### config.mk
export PLATFORM = sky130hd
export DESIGN_NAME = rtc_bus_writer
export DESIGN_NICKNAME = d
export VERILOG_FILES = /design/src/rtl/rtc_bus_writer.sv
export SDC_FILE = /design/constraint.sdc
export NUM_CORES = 1
export LEC_CHECK = 0
export BUFFER_PORTS_ARGS = -buffer_cell sky130_fd_sc_hd__buf_2
export CORE_AREA = 4 4 87 81
export CTS_BUF_LIST = sky130_fd_sc_hd__clkbuf_2
export DETAILED_ROUTE_END_ITERATION = 12
export DIE_AREA = 0 0 91 85
export PLACE_DENSITY = 0.57
export SYNTH_ARGS = -nofsm -noshare
export SYNTH_HDL_FRONTEND = slang
export SYNTH_SLANG_ARGS = --single-unit
### constraint.sdc
create_clock -name clk_i -period 1.98 [get_ports clk_i]
set_input_delay 0 -clock clk_i [delete_from_list [all_inputs] [get_ports clk_i]]
set_output_delay 0 -clock clk_i [all_outputs]
set_load 0.01 [all_outputs]
### src/rtl/rtc_bus_writer.sv
// rtc_bus_writer: runs one address-then-data write cycle on the RTC multiplexed AD bus per accepted strobe.
//
// Ports:
//   clk_i       system clock, all logic on the rising edge
//   rst_ni      synchronous reset, active low
//   write_i     one-cycle write request strobe
//   addr_i      RTC register address, latched on accept
//   data_i      value to write, latched on accept
//   busy_o      high from the accept edge through the DONE cycle
//   done_o      one-cycle completion pulse
//   cs_n_o      RTC chip select, active low
//   wr_n_o      RTC write strobe, active low
//   rd_n_o      RTC read strobe, held high
//   ad_o        bus qualifier: 0 address phase, 1 data phase
//   bus_oe_o    tristate enable for the AD pins
//   bus_out_o   value driven onto the AD pins
module rtc_bus_writer #(
    parameter int T_PHASE = 4,
    parameter int CW      = 8
) (
    input  logic       clk_i,
    input  logic       rst_ni,
    input  logic       write_i,
    input  logic [7:0] addr_i,
    input  logic [7:0] data_i,
    output logic       busy_o,
    output logic       done_o,
    output logic       cs_n_o,
    output logic       wr_n_o,
    output logic       rd_n_o,
    output logic       ad_o,
    output logic       bus_oe_o,
    output logic [7:0] bus_out_o
);
    // Enum order matters: the six bus sub-phases are consecutive so that
    // advancing a phase is a plain increment.
    typedef enum logic [2:0] {
        IDLE, A_SETUP, A_WR, A_HOLD, D_SETUP, D_WR, D_HOLD, DONE
    } state_e;

    state_e          state_q, state_d;
    logic [CW-1:0]   cnt_q, cnt_d;
    logic [7:0]      addr_q, addr_d, data_q, data_d;
    logic            last, in_addr, in_data;

    always_comb begin
        state_d = state_q;
        cnt_d   = cnt_q;
        addr_d  = addr_q;
        data_d  = data_q;
        last    = cnt_q == CW'(T_PHASE - 1);
        case (state_q)
            IDLE: begin
                if (write_i) begin
                    state_d = A_SETUP;
                    cnt_d   = '0;
                    addr_d  = addr_i;
                    data_d  = data_i;
                end
            end
            DONE:    state_d = IDLE;
            default: begin
                state_d = last ? state_e'(state_q + 3'd1) : state_q;
                cnt_d   = last ? '0 : cnt_q + 1'b1;
            end
        endcase
        in_addr = state_d inside {A_SETUP, A_WR, A_HOLD};
        in_data = state_d inside {D_SETUP, D_WR, D_HOLD};
    end

    // Outputs are decoded from the next state so they change on the same edge as the state.
    always_ff @(posedge clk_i) begin
        if (!rst_ni) begin
            state_q   <= IDLE;
            cnt_q     <= '0;
            addr_q    <= '0;
            data_q    <= '0;
            busy_o    <= 1'b0;
            done_o    <= 1'b0;
            cs_n_o    <= 1'b1;
            wr_n_o    <= 1'b1;
            rd_n_o    <= 1'b1;
            ad_o      <= 1'b1;
            bus_oe_o  <= 1'b0;
            bus_out_o <= '0;
        end else begin
            state_q   <= state_d;
            cnt_q     <= cnt_d;
            addr_q    <= addr_d;
            data_q    <= data_d;
            busy_o    <= state_d != IDLE;
            done_o    <= state_d == DONE;
            cs_n_o    <= !(in_addr || in_data);
            wr_n_o    <= !(state_d inside {A_WR, D_WR});
            rd_n_o    <= 1'b1;
            ad_o      <= !in_addr;
            bus_oe_o  <= in_addr || in_data;
            bus_out_o <= in_addr ? addr_d : (in_data ? data_d : 8'h00);
        end
    end
endmodule

==> impl_metrics.env, run 1 <==
export IMPL_longest_clk_path_bufs=2
export IMPL_syn_to_final_growth_pct=37.1
export IMPL_hpwl_um=3020
export IMPL_clk_network_pwr_share_pct=24.0
export IMPL_gr_max_usage_layer="met2"
export IMPL_setup_worst_path_end_class="flop"
export IMPL_cts_root_buf="clkbuf_2"
export IMPL_finalCriticalPeriod_ns=1.90
export IMPL_clk_insertion_delay_late_ns=0.40
export IMPL_maximum_number_of_pins_on_one_net_before_global_route_repair=18
export IMPL_dr_total_vias=1569
export IMPL_final_area_sq_um=2460
export IMPL_number_of_antenna_violations_at_the_first_check_in_global_routing=0
export IMPL_start_util_pct=29.5
export IMPL_route_antenna_remaining_nets=0
export IMPL_viasPerCell=4.67
export IMPL_vias_in_the_first_global_route=1611
export IMPL_max_clock_freq_mhz=526
export IMPL_final_util_pct=40.5
export IMPL_number_of_pins_with_negative_max_slew_slack_in_the_final_report=0
export IMPL_synth_top_cells_by_area="dfxtp_1 (46%), nand2_1 (5.9%), mux2i_1 (5.0%)"
export IMPL_final_seq_area_sq_um=826
export IMPL_ys_seq_area_share_pct=45.7
export IMPL_synth_warning_count=0
export IMPL_vdd_drop_max_mv=0.360
export IMPL_cts_tree="built"
export IMPL_die_area_sq_um=7740
export IMPL_worst_slack_ns=0.0785
export IMPL_internal_power_mw=1.11
export IMPL_synth_commonest_cells="dfxtp_1 (41), nand2_1 (28), a21oi_1 (12), inv_1 (11), mux2i_1 (9)"
export IMPL_core_area_sq_um=6080
export IMPL_placement_io_buffers=32
export IMPL_worst_setup_path_start_kind="flop"
export IMPL_global_route_usage_total_pct=11.5
export IMPL_synth_cell_types=47
export IMPL_rows=27
export IMPL_route_detailed_wl_per_inst_um=12.9
export IMPL_power_switching_mw=0.446
export IMPL_min_period_over_period_pct=96.0
export IMPL_weighted_congestion_at_the_end_of_routability_driven_global_placement=0.809
export IMPL_area_fraction_of_the_dominant_cell_type_after_synthesis_pct=45.7
export IMPL_leak_nw=1.07
export IMPL_final_nets=286
export IMPL_rsz0062_at_grt="true"
export IMPL_ports_placed_on_the_boundary=34
export IMPL_grt_first_pass_wirelength_um=7340
export IMPL_ys_flop_type="dfxtp_1"
export IMPL_synth_most_common_cell="dfxtp_1"
export IMPL_htree_num_levels=2
export IMPL_synth_async_reset_ratio_pct=0
export IMPL_worst_path_max_fanout=5
export IMPL_insertedDiodeCount=0
export IMPL_cts_inserted_buffers=5
export IMPL_global_route_usage_met3_pct=2.93
export IMPL_critPathRequiredTime_ns=2.29
export IMPL_synth_net_count=218
export IMPL_post_synth_cell_area_avg_sq_um=9.21
export IMPL_worst_setup_hold_path_clk_slew_ns=0.22
export IMPL_final_setup_skew_ns=0.0181
export IMPL_max_cap_violations=0
export IMPL_synth_cell_area_sq_um=1800
export IMPL_detailed_place_area_sq_um=2130
export IMPL_global_route_overflow_total=0
export IMPL_met2_usage_pct=18.5
export IMPL_synth_seq_cells=41
export IMPL_drive_gt1_share_pct=32.6
export IMPL_drtIter0Drc=84
export IMPL_gr_usage_met1_pct=14.7
export IMPL_dieHeight_um=85
export IMPL_clock_sink_count=41
export IMPL_final_hold_worst_slack_ns=0.376
export IMPL_share_comb_of_total_power_pct=18.9
export IMPL_finalSetupViolCount=0
export IMPL_yosys_area_top_type="dfxtp_1"
export IMPL_multi_input_area_sq_um=946
export IMPL_die_width_um=91
export IMPL_final_hold_violation_count=0
export IMPL_cp_arrival_ns=2.22
export IMPL_hold_path_class="input port to flop"
export IMPL_criticalPathCategory="flop to flop"
export IMPL_routed_wirelength_um=4330
export IMPL_power_density_nw_per_um2=631
export IMPL_power_share_switching_pct=28.7
export IMPL_outcome="finished, final reports clean"
export IMPL_drc=0
export IMPL_first_pass_iters=4
export IMPL_number_of_enable_type_register_cells_in_the_synthesized_netlist=0
export IMPL_synthesis_instances=195
export IMPL_fillCellCount=626
export IMPL_place_worst_setup_slack_ns=-0.0103
export IMPL_power_sequential_fraction_pct=57.0
==> repair_timing <==
item	4_1_cts	5_1_grt
gates resized for setup	8	12
setup buffers	0	2
endpoints found under the setup margin	9	16
gates cloned	0	0
pin swaps	1	7
endpoints found under the hold margin	25	0
hold buffers	18	0
==> final cells by class <==
class / count / area share (%)
Clock buffer: 5 / 1.02
Inverter: 12 / 1.83
Sequential cell: 41 / 33.5
Clock inverter: 3 / 0.661
Multi-Input combinational cell: 132 / 38.4
Timing Repair Buffer: 71 / 20.9
Tap cell: 72 / 3.66
==> cell usage in the layout (no fill, tap or decap), drive strengths merged, types with 2 or more instances in the layout <==
| cell | instances |
|---|---|
| a21oi | 12 |
| and2 | 2 |
| and3 | 4 |
| buf | 53 |
| clkbuf | 5 |
| clkinv | 3 |
| dfxtp | 41 |
| dlygate4sd3 | 18 |
| ha | 4 |
| inv | 12 |
| mux2i | 9 |
| nand2 | 28 |
| nand2b | 8 |
| nand3 | 2 |
| nand4 | 3 |
| nor2 | 8 |
| nor3 | 4 |
| nor3b | 4 |
| o211ai | 2 |
| o21a | 4 |
| o21ai | 7 |
| o32ai | 8 |
| or2 | 3 |
| or3 | 2 |
| or3b | 2 |
==> state kept, by name, indices dropped and copies added, names as in the netlist <==
| register | count |
|---|---|
| state_q | 3 |
| ad_o | 1 |
| wr_n_o | 1 |
| bus_oe_o | 1 |
| cs_n_o | 1 |
| cnt_q | 8 |
| addr_q | 8 |
| bus_out_o | 8 |
| done_o | 1 |
| data_q | 8 |
| busy_o | 1 |
==> metal layers <==
metal,routed length (um),up-vias
li1,-,815
met1,2190,724
met2,1920,24
met3,144,6
met4,67,0
met5,0,-
==> final timing paths <==
path         slack [ns]  depth (start not counted)  startpoint           end
max                0.08                          7    cnt_q[0]  bus_out_o[0]
min                0.38                          4   addr_i[3]     addr_q[3]
max reg2reg        0.08                          7    cnt_q[0]  bus_out_o[0]
min reg2reg        0.48                          2   addr_q[0]     addr_q[0]
==> kinds of logic (layout without fill, tap and decap cells) <==
group | count (synthesis) | after routing | share of synthesized area (%)
AOI/OAI and AO/OA | 42 | 42 | 17.2
muxes | 9 | 9 | 5.02
buffers and inverters | 22 | 91 | 6.27
and+or+nand+nor | 76 | 76 | 22.8
DFF | 41 | 41 | 45.7
other | 1 | 1 | 0.209
adders and majority gates | 4 | 4 | 2.79
==> worst max-delay path: stages (launching register included) <==
cell and delay, ns:
dfxtp_2 0.40, ha_4 0.15, or4b_4 0.50, o211ai_2 0.16, and3_4 0.23, nor2_2 0.04, buf_4 0.14, o32ai_1 0.20
==> stage by stage <==
stage                     std cells  setup TNS (ns)  power, mW
after detailed placement        308         -0.0103       1.16
final                           336               0       1.55
after CTS                       334               0       1.56
after floorplan                 195               0       1.06
after global placement          308               0       1.15
after global routing            336          -0.238       1.65
==> power groups by stage <==
stage / combinational [mW] / sequential, mW / clock (mW)
finish: 0.294 / 0.886 / 0.373
floorplan: 0.153 / 0.909 / 0
CTS: 0.287 / 0.887 / 0.385
global route: 0.327 / 0.892 / 0.427
global placement: 0.252 / 0.901 / 0
detailed placement: 0.254 / 0.902 / 0
Power figures use the tool's default switching activity.
==> run 2, diff against run 1 <==
--- a/config.mk
+++ b/config.mk
@@ -6,11 +6,13 @@
 export NUM_CORES = 1
 export LEC_CHECK = 0
 export BUFFER_PORTS_ARGS = -buffer_cell sky130_fd_sc_hd__buf_2
+export CELL_PAD_IN_SITES_DETAIL_PLACEMENT = 0
+export CELL_PAD_IN_SITES_GLOBAL_PLACEMENT = 1
 export CORE_AREA = 4 4 87 81
 export CTS_BUF_LIST = sky130_fd_sc_hd__clkbuf_2
 export DETAILED_ROUTE_END_ITERATION = 12
 export DIE_AREA = 0 0 91 85
-export PLACE_DENSITY = 0.57
+export PLACE_DENSITY = 0.69
 export SYNTH_ARGS = -nofsm -noshare
 export SYNTH_HDL_FRONTEND = slang
 export SYNTH_SLANG_ARGS = --single-unit
==> impl_metrics.env, run 2 (synthesized netlist as in run 1, its figures left out) <==
export IMPL_syn_to_final_growth_pct=33.5
export IMPL_route_detailed_wl_per_inst_um=12.6
export IMPL_cts_root_buf="clkbuf_2"
export IMPL_worst_setup_path_start_kind="flop"
export IMPL_dieHeight_um=85
export IMPL_placed_cells_incl_taps=308
export IMPL_routed_wirelength_um=4170
export IMPL_viasPerCell=4.54
export IMPL_rows=27
export IMPL_core_area_sq_um=6080
export IMPL_vdd_drop_max_mv=0.201
export IMPL_insertedDiodeCount=0
export IMPL_power_sequential_fraction_pct=54.2
export IMPL_finalCriticalPeriod_ns=1.86
export IMPL_cp_arrival_ns=2.16
export IMPL_clock_sink_count=41
export IMPL_vias_in_the_first_global_route=1492
export IMPL_crit_path_cell_trace="ha_4, or4b_4, o211ai_2, and3_4, nor2_2, buf_4, o32ai_1"
export IMPL_placement_io_buffers=32
export IMPL_place_worst_setup_slack_ns=0.00742
export IMPL_power_share_switching_pct=25.2
export IMPL_clk_network_pwr_share_pct=28.6
export IMPL_route_antenna_remaining_nets=0
export IMPL_first_pass_iters=4
export IMPL_number_of_antenna_violations_at_the_first_check_in_global_routing=0
export IMPL_post_cts_buffers=0
export IMPL_power_switching_mw=0.412
export IMPL_grt_first_pass_wirelength_um=6910
export IMPL_final_nets=282
export IMPL_ports_placed_on_the_boundary=34
export IMPL_setup_worst_path_end_class="flop"
export IMPL_leak_nw=1.05
export IMPL_max_cap_violations=0
export IMPL_critPathRequiredTime_ns=2.28
export IMPL_cell_with_the_largest_stage_delay_on_the_worst_path="or4b_4"
export IMPL_final_setup_skew_ns=0.0174
export IMPL_worst_path_buf_inv=1
export IMPL_max_clock_freq_mhz=539
export IMPL_global_route_usage_total_pct=11.0
export IMPL_start_util_pct=29.5
export IMPL_global_route_overflow_total=0
export IMPL_cts_tree="built"
export IMPL_criticalPathCategory="flop to flop"
export IMPL_total_power_mw=1.63
export IMPL_hpwl_um=2920
export IMPL_final_common_cell="dfxtp_1"
export IMPL_worst_setup_hold_path_clk_slew_ns=0.19
export IMPL_detailed_place_area_sq_um=2120
export IMPL_longest_clk_path_bufs=2
export IMPL_stdcell_count=331
export IMPL_internal_power_mw=1.22
export IMPL_finalSetupViolCount=0
export IMPL_multi_input_area_sq_um=911
export IMPL_clk_insertion_delay_late_ns=0.38
export IMPL_outcome="finished, final reports clean"
export IMPL_final_util_pct=39.4
export IMPL_weighted_congestion_at_the_end_of_routability_driven_global_placement=0.723
export IMPL_worst_path_largest_cell_delay_ns=0.50
export IMPL_rsz0062_at_grt="false"
export IMPL_drive_gt1_share_pct=30.9
export IMPL_hold_path_class="input port to flop"
export IMPL_die_area_sq_um=7740
export IMPL_final_seq_area_sq_um=825
export IMPL_maximum_number_of_pins_on_one_net_before_global_route_repair=19
export IMPL_power_density_nw_per_um2=681
export IMPL_htree_num_levels=2
export IMPL_final_hold_worst_slack_ns=0.0214
export IMPL_final_hold_violation_count=0
export IMPL_final_area_sq_um=2400
export IMPL_share_comb_of_total_power_pct=17.2
export IMPL_layout_cells_most_common_list="dfxtp_1 (38), buf_2 (32), nand2_1 (28)"
export IMPL_worst_slack_ns=0.123
export IMPL_drc=0
export IMPL_drtIter0Drc=72
export IMPL_cts_inserted_buffers=5
export IMPL_crit_family="simple AND/OR/NAND/NOR gates"
export IMPL_dr_total_vias=1503
export IMPL_final_setup_tns_ns=0
export IMPL_worst_path_max_fanout=6
export IMPL_number_of_pins_with_negative_max_slew_slack_in_the_final_report=0
export IMPL_fillCellCount=628
export IMPL_die_width_um=91
export IMPL_min_period_over_period_pct=93.8
[run 2: cell types whose count changed in the layout (fill, tap and decap cells not counted), sizes merged]
cell / before / now
inv: 12 / 11
dlygate4sd3: 18 / 16
bufinv: 0 / 1
buf: 53 / 51
clkinv: 3 / 2
[run 2: final cells by class]
class,instances,area share (%)
Multi-Input combinational cell,132,38.0
Sequential cell,41,34.4
Timing Repair Buffer,67,19.5
Tap cell,72,3.76
Inverter,12,1.88
Clock inverter,2,1.46
Clock buffer,5,1.04
[run 2: worst reg2reg max path, stage by stage, from the launching register on]
cell,delay (ns)
dfxtp_2,0.39
ha_4,0.13
or4b_4,0.50
o211ai_2,0.15
and3_4,0.22
nor2_2,0.04
buf_4,0.15
o32ai_1,0.20
[run 2: repair_timing]
action	in CTS	in global routing
endpoints found under the hold margin	24	0
setup endpoints to repair	3	15
pin swaps	0	2
hold buffers	16	0
gates resized for setup	1	12
[run 2: per-layer routing]
layer	part of all wire, %	global-route usage, %	routed length (um)	up-vias
met2	42	17.4	1760	29
met4	1.4	4.11	58	0
met1	53	14.9	2230	661
met5	0	0	0	-
met3	3.1	2.30	129	4
li1	-	-	-	809
[run 2: power by group through the flow]
stage | sequential, mW | clock (mW) | combinational (mW)
6_report | 0.885 | 0.466 | 0.281
5_1_grt | 0.890 | 0.519 | 0.312
4_1_cts | 0.883 | 0.488 | 0.278
3_5_place_dp | 0.900 | 0 | 0.248
3_3_place_gp | 0.900 | 0 | 0.248
2_1_floorplan | 0.909 | 0 | 0.153
[run 2: final timing paths]
| kind | start | cells past startpoint | slack, ns | end |
|---|---|---|---|---|
| min reg2reg | addr_q[7] | 2 | 0.48 | addr_q[7] |
| max | cnt_q[1] | 7 | 0.12 | bus_out_o[5] |
| max reg2reg | cnt_q[1] | 7 | 0.12 | bus_out_o[5] |
| min | write_i | 4 | 0.02 | cnt_q[7] |
==> run 3, diff against run 2 <==
--- a/config.mk
+++ b/config.mk
@@ -12,6 +12,7 @@
 export CTS_BUF_LIST = sky130_fd_sc_hd__clkbuf_2
 export DETAILED_ROUTE_END_ITERATION = 12
 export DIE_AREA = 0 0 91 85
+export MAX_ROUTING_LAYER = met4
 export PLACE_DENSITY = 0.69
 export SYNTH_ARGS = -nofsm -noshare
 export SYNTH_HDL_FRONTEND = slang
==> impl_metrics.env, run 3 (synthesized netlist as in run 1, its figures left out) <==
export IMPL_global_route_usage_met3_pct=2.30
export IMPL_route_detailed_wl_per_inst_um=12.6
export IMPL_core_area_sq_um=6080
export IMPL_htree_num_levels=2
export IMPL_die_area_sq_um=7740
export IMPL_ports_placed_on_the_boundary=34
export IMPL_worst_path_max_fanout=6
export IMPL_grt_first_pass_wirelength_um=6920
export IMPL_vias_in_the_first_global_route=1491
export IMPL_longest_clk_path_bufs=2
export IMPL_outcome="finished, final reports clean"
export IMPL_final_common_cell="dfxtp_1"
export IMPL_finalSetupViolCount=0
export IMPL_power_density_nw_per_um2=681
export IMPL_global_route_usage_total_pct=11.4
export IMPL_critPathRequiredTime_ns=2.28
export IMPL_worst_setup_hold_path_clk_slew_ns=0.19
export IMPL_cp_arrival_ns=2.16
export IMPL_worst_setup_path_start_kind="flop"
export IMPL_cts_tree="built"
export IMPL_clock_sink_count=41
export IMPL_layout_cells_most_common_list="dfxtp_1 (38), buf_2 (32), nand2_1 (28)"
export IMPL_final_hold_violation_count=0
export IMPL_clk_insertion_delay_late_ns=0.38
export IMPL_hpwl_um=2920
export IMPL_gr_usage_met1_pct=14.9
export IMPL_final_nets=282
export IMPL_finalCriticalPeriod_ns=1.86
export IMPL_rsz0062_at_grt="false"
export IMPL_final_area_sq_um=2400
export IMPL_cts_inserted_buffers=5
export IMPL_global_route_overflow_total=0
export IMPL_hold_path_class="input port to flop"
export IMPL_viasPerCell=4.55
export IMPL_dr_total_vias=1505
export IMPL_met2_usage_pct=17.4
export IMPL_min_period_over_period_pct=93.8
export IMPL_cts_root_buf="clkbuf_2"
export IMPL_insertedDiodeCount=0
export IMPL_max_cap_violations=0
export IMPL_total_power_mw=1.63
export IMPL_number_of_antenna_violations_at_the_first_check_in_global_routing=0
export IMPL_route_antenna_remaining_nets=0
export IMPL_number_of_pins_with_negative_max_slew_slack_in_the_final_report=0
export IMPL_final_setup_skew_ns=0.0174
export IMPL_routed_wirelength_um=4170
export IMPL_drc=0
export IMPL_leak_nw=1.05
export IMPL_start_util_pct=29.5
export IMPL_rows=27
export IMPL_criticalPathCategory="flop to flop"
export IMPL_placement_io_buffers=32
export IMPL_detailed_place_area_sq_um=2120
export IMPL_drive_gt1_share_pct=30.9
export IMPL_vdd_drop_max_mv=0.201
export IMPL_drtIter0Drc=72
export IMPL_setup_worst_path_end_class="flop"
export IMPL_gr_max_usage_layer="met2"
export IMPL_maximum_number_of_pins_on_one_net_before_global_route_repair=19
export IMPL_dieHeight_um=85
export IMPL_max_clock_freq_mhz=539
export IMPL_first_pass_iters=4
export IMPL_syn_to_final_growth_pct=33.5
export IMPL_weighted_congestion_at_the_end_of_routability_driven_global_placement=0.731
export IMPL_die_width_um=91
[run 3: cell counts in the layout (fill, tap and decap cells not counted)]
No cell type changed its count.
[run 3: metal layers]
metal	vias to the layer above	wire, um
met5	-	0
met4	0	44
met3	4	129
met2	31	1770
met1	661	2230
li1	809	-
[run 3: area by class of cell]
class                           instances  area, sq um
Inverter                               12         45.0
Clock inverter                          2         35.0
Timing Repair Buffer                   67          467
Fill cell                             628         3680
Clock buffer                            5         25.0
Sequential cell                        41          825
Tap cell                               72         90.1
Multi-Input combinational cell        132          911
[run 3: worst max-delay path, stage by stage (launching register included)]
cell      delay, ns
dfxtp_2        0.39
ha_4           0.13
or4b_4         0.50
o211ai_2       0.15
and3_4         0.22
nor2_2         0.04
buf_4          0.15
o32ai_1        0.20
[run 3: metrics by stage]
stage                     setup slack [ns]  util (%)  hold WS, ns  TNS (ns)  cells
after floorplan                     0.0637         -        0.121         0    195
after global placement              0.0241      34.9        0.275         0    308
after detailed placement           0.00742      34.9        0.275         0    308
after CTS                          -0.0167      38.6      0.00881   -0.0319    331
after global routing                0.0114      39.4       0.0109         0    331
final                                0.123      39.4       0.0209         0    331
[run 3: worst paths after layout]
kind	from	depth (start not counted)	slack (ns)	endpoint
setup reg to reg	cnt_q[1]	7	0.12	bus_out_o[5]
setup / recovery	cnt_q[1]	7	0.12	bus_out_o[5]
hold / removal	write_i	4	0.02	cnt_q[7]
hold reg to reg	addr_q[7]	2	0.48	addr_q[7]
[run 3: timing repair]
| item | 4_1_cts | 5_1_grt |
|---|---|---|
| cloned | 0 | 0 |
| setup buffers | 0 | 0 |
| setup endpoints to repair | 3 | 15 |
| hold buffers | 16 | 0 |
| gates resized for setup | 1 | 12 |
| endpoints found under the hold margin | 24 | 0 |
| pin swaps | 0 | 2 |
[run 3: report_power, final]
part | internal, mW | switching, mW
clock | 0.205 | 0.261
combinational | 0.143 | 0.137
sequential | 0.871 | 0.0133
total | 1.22 | 0.412
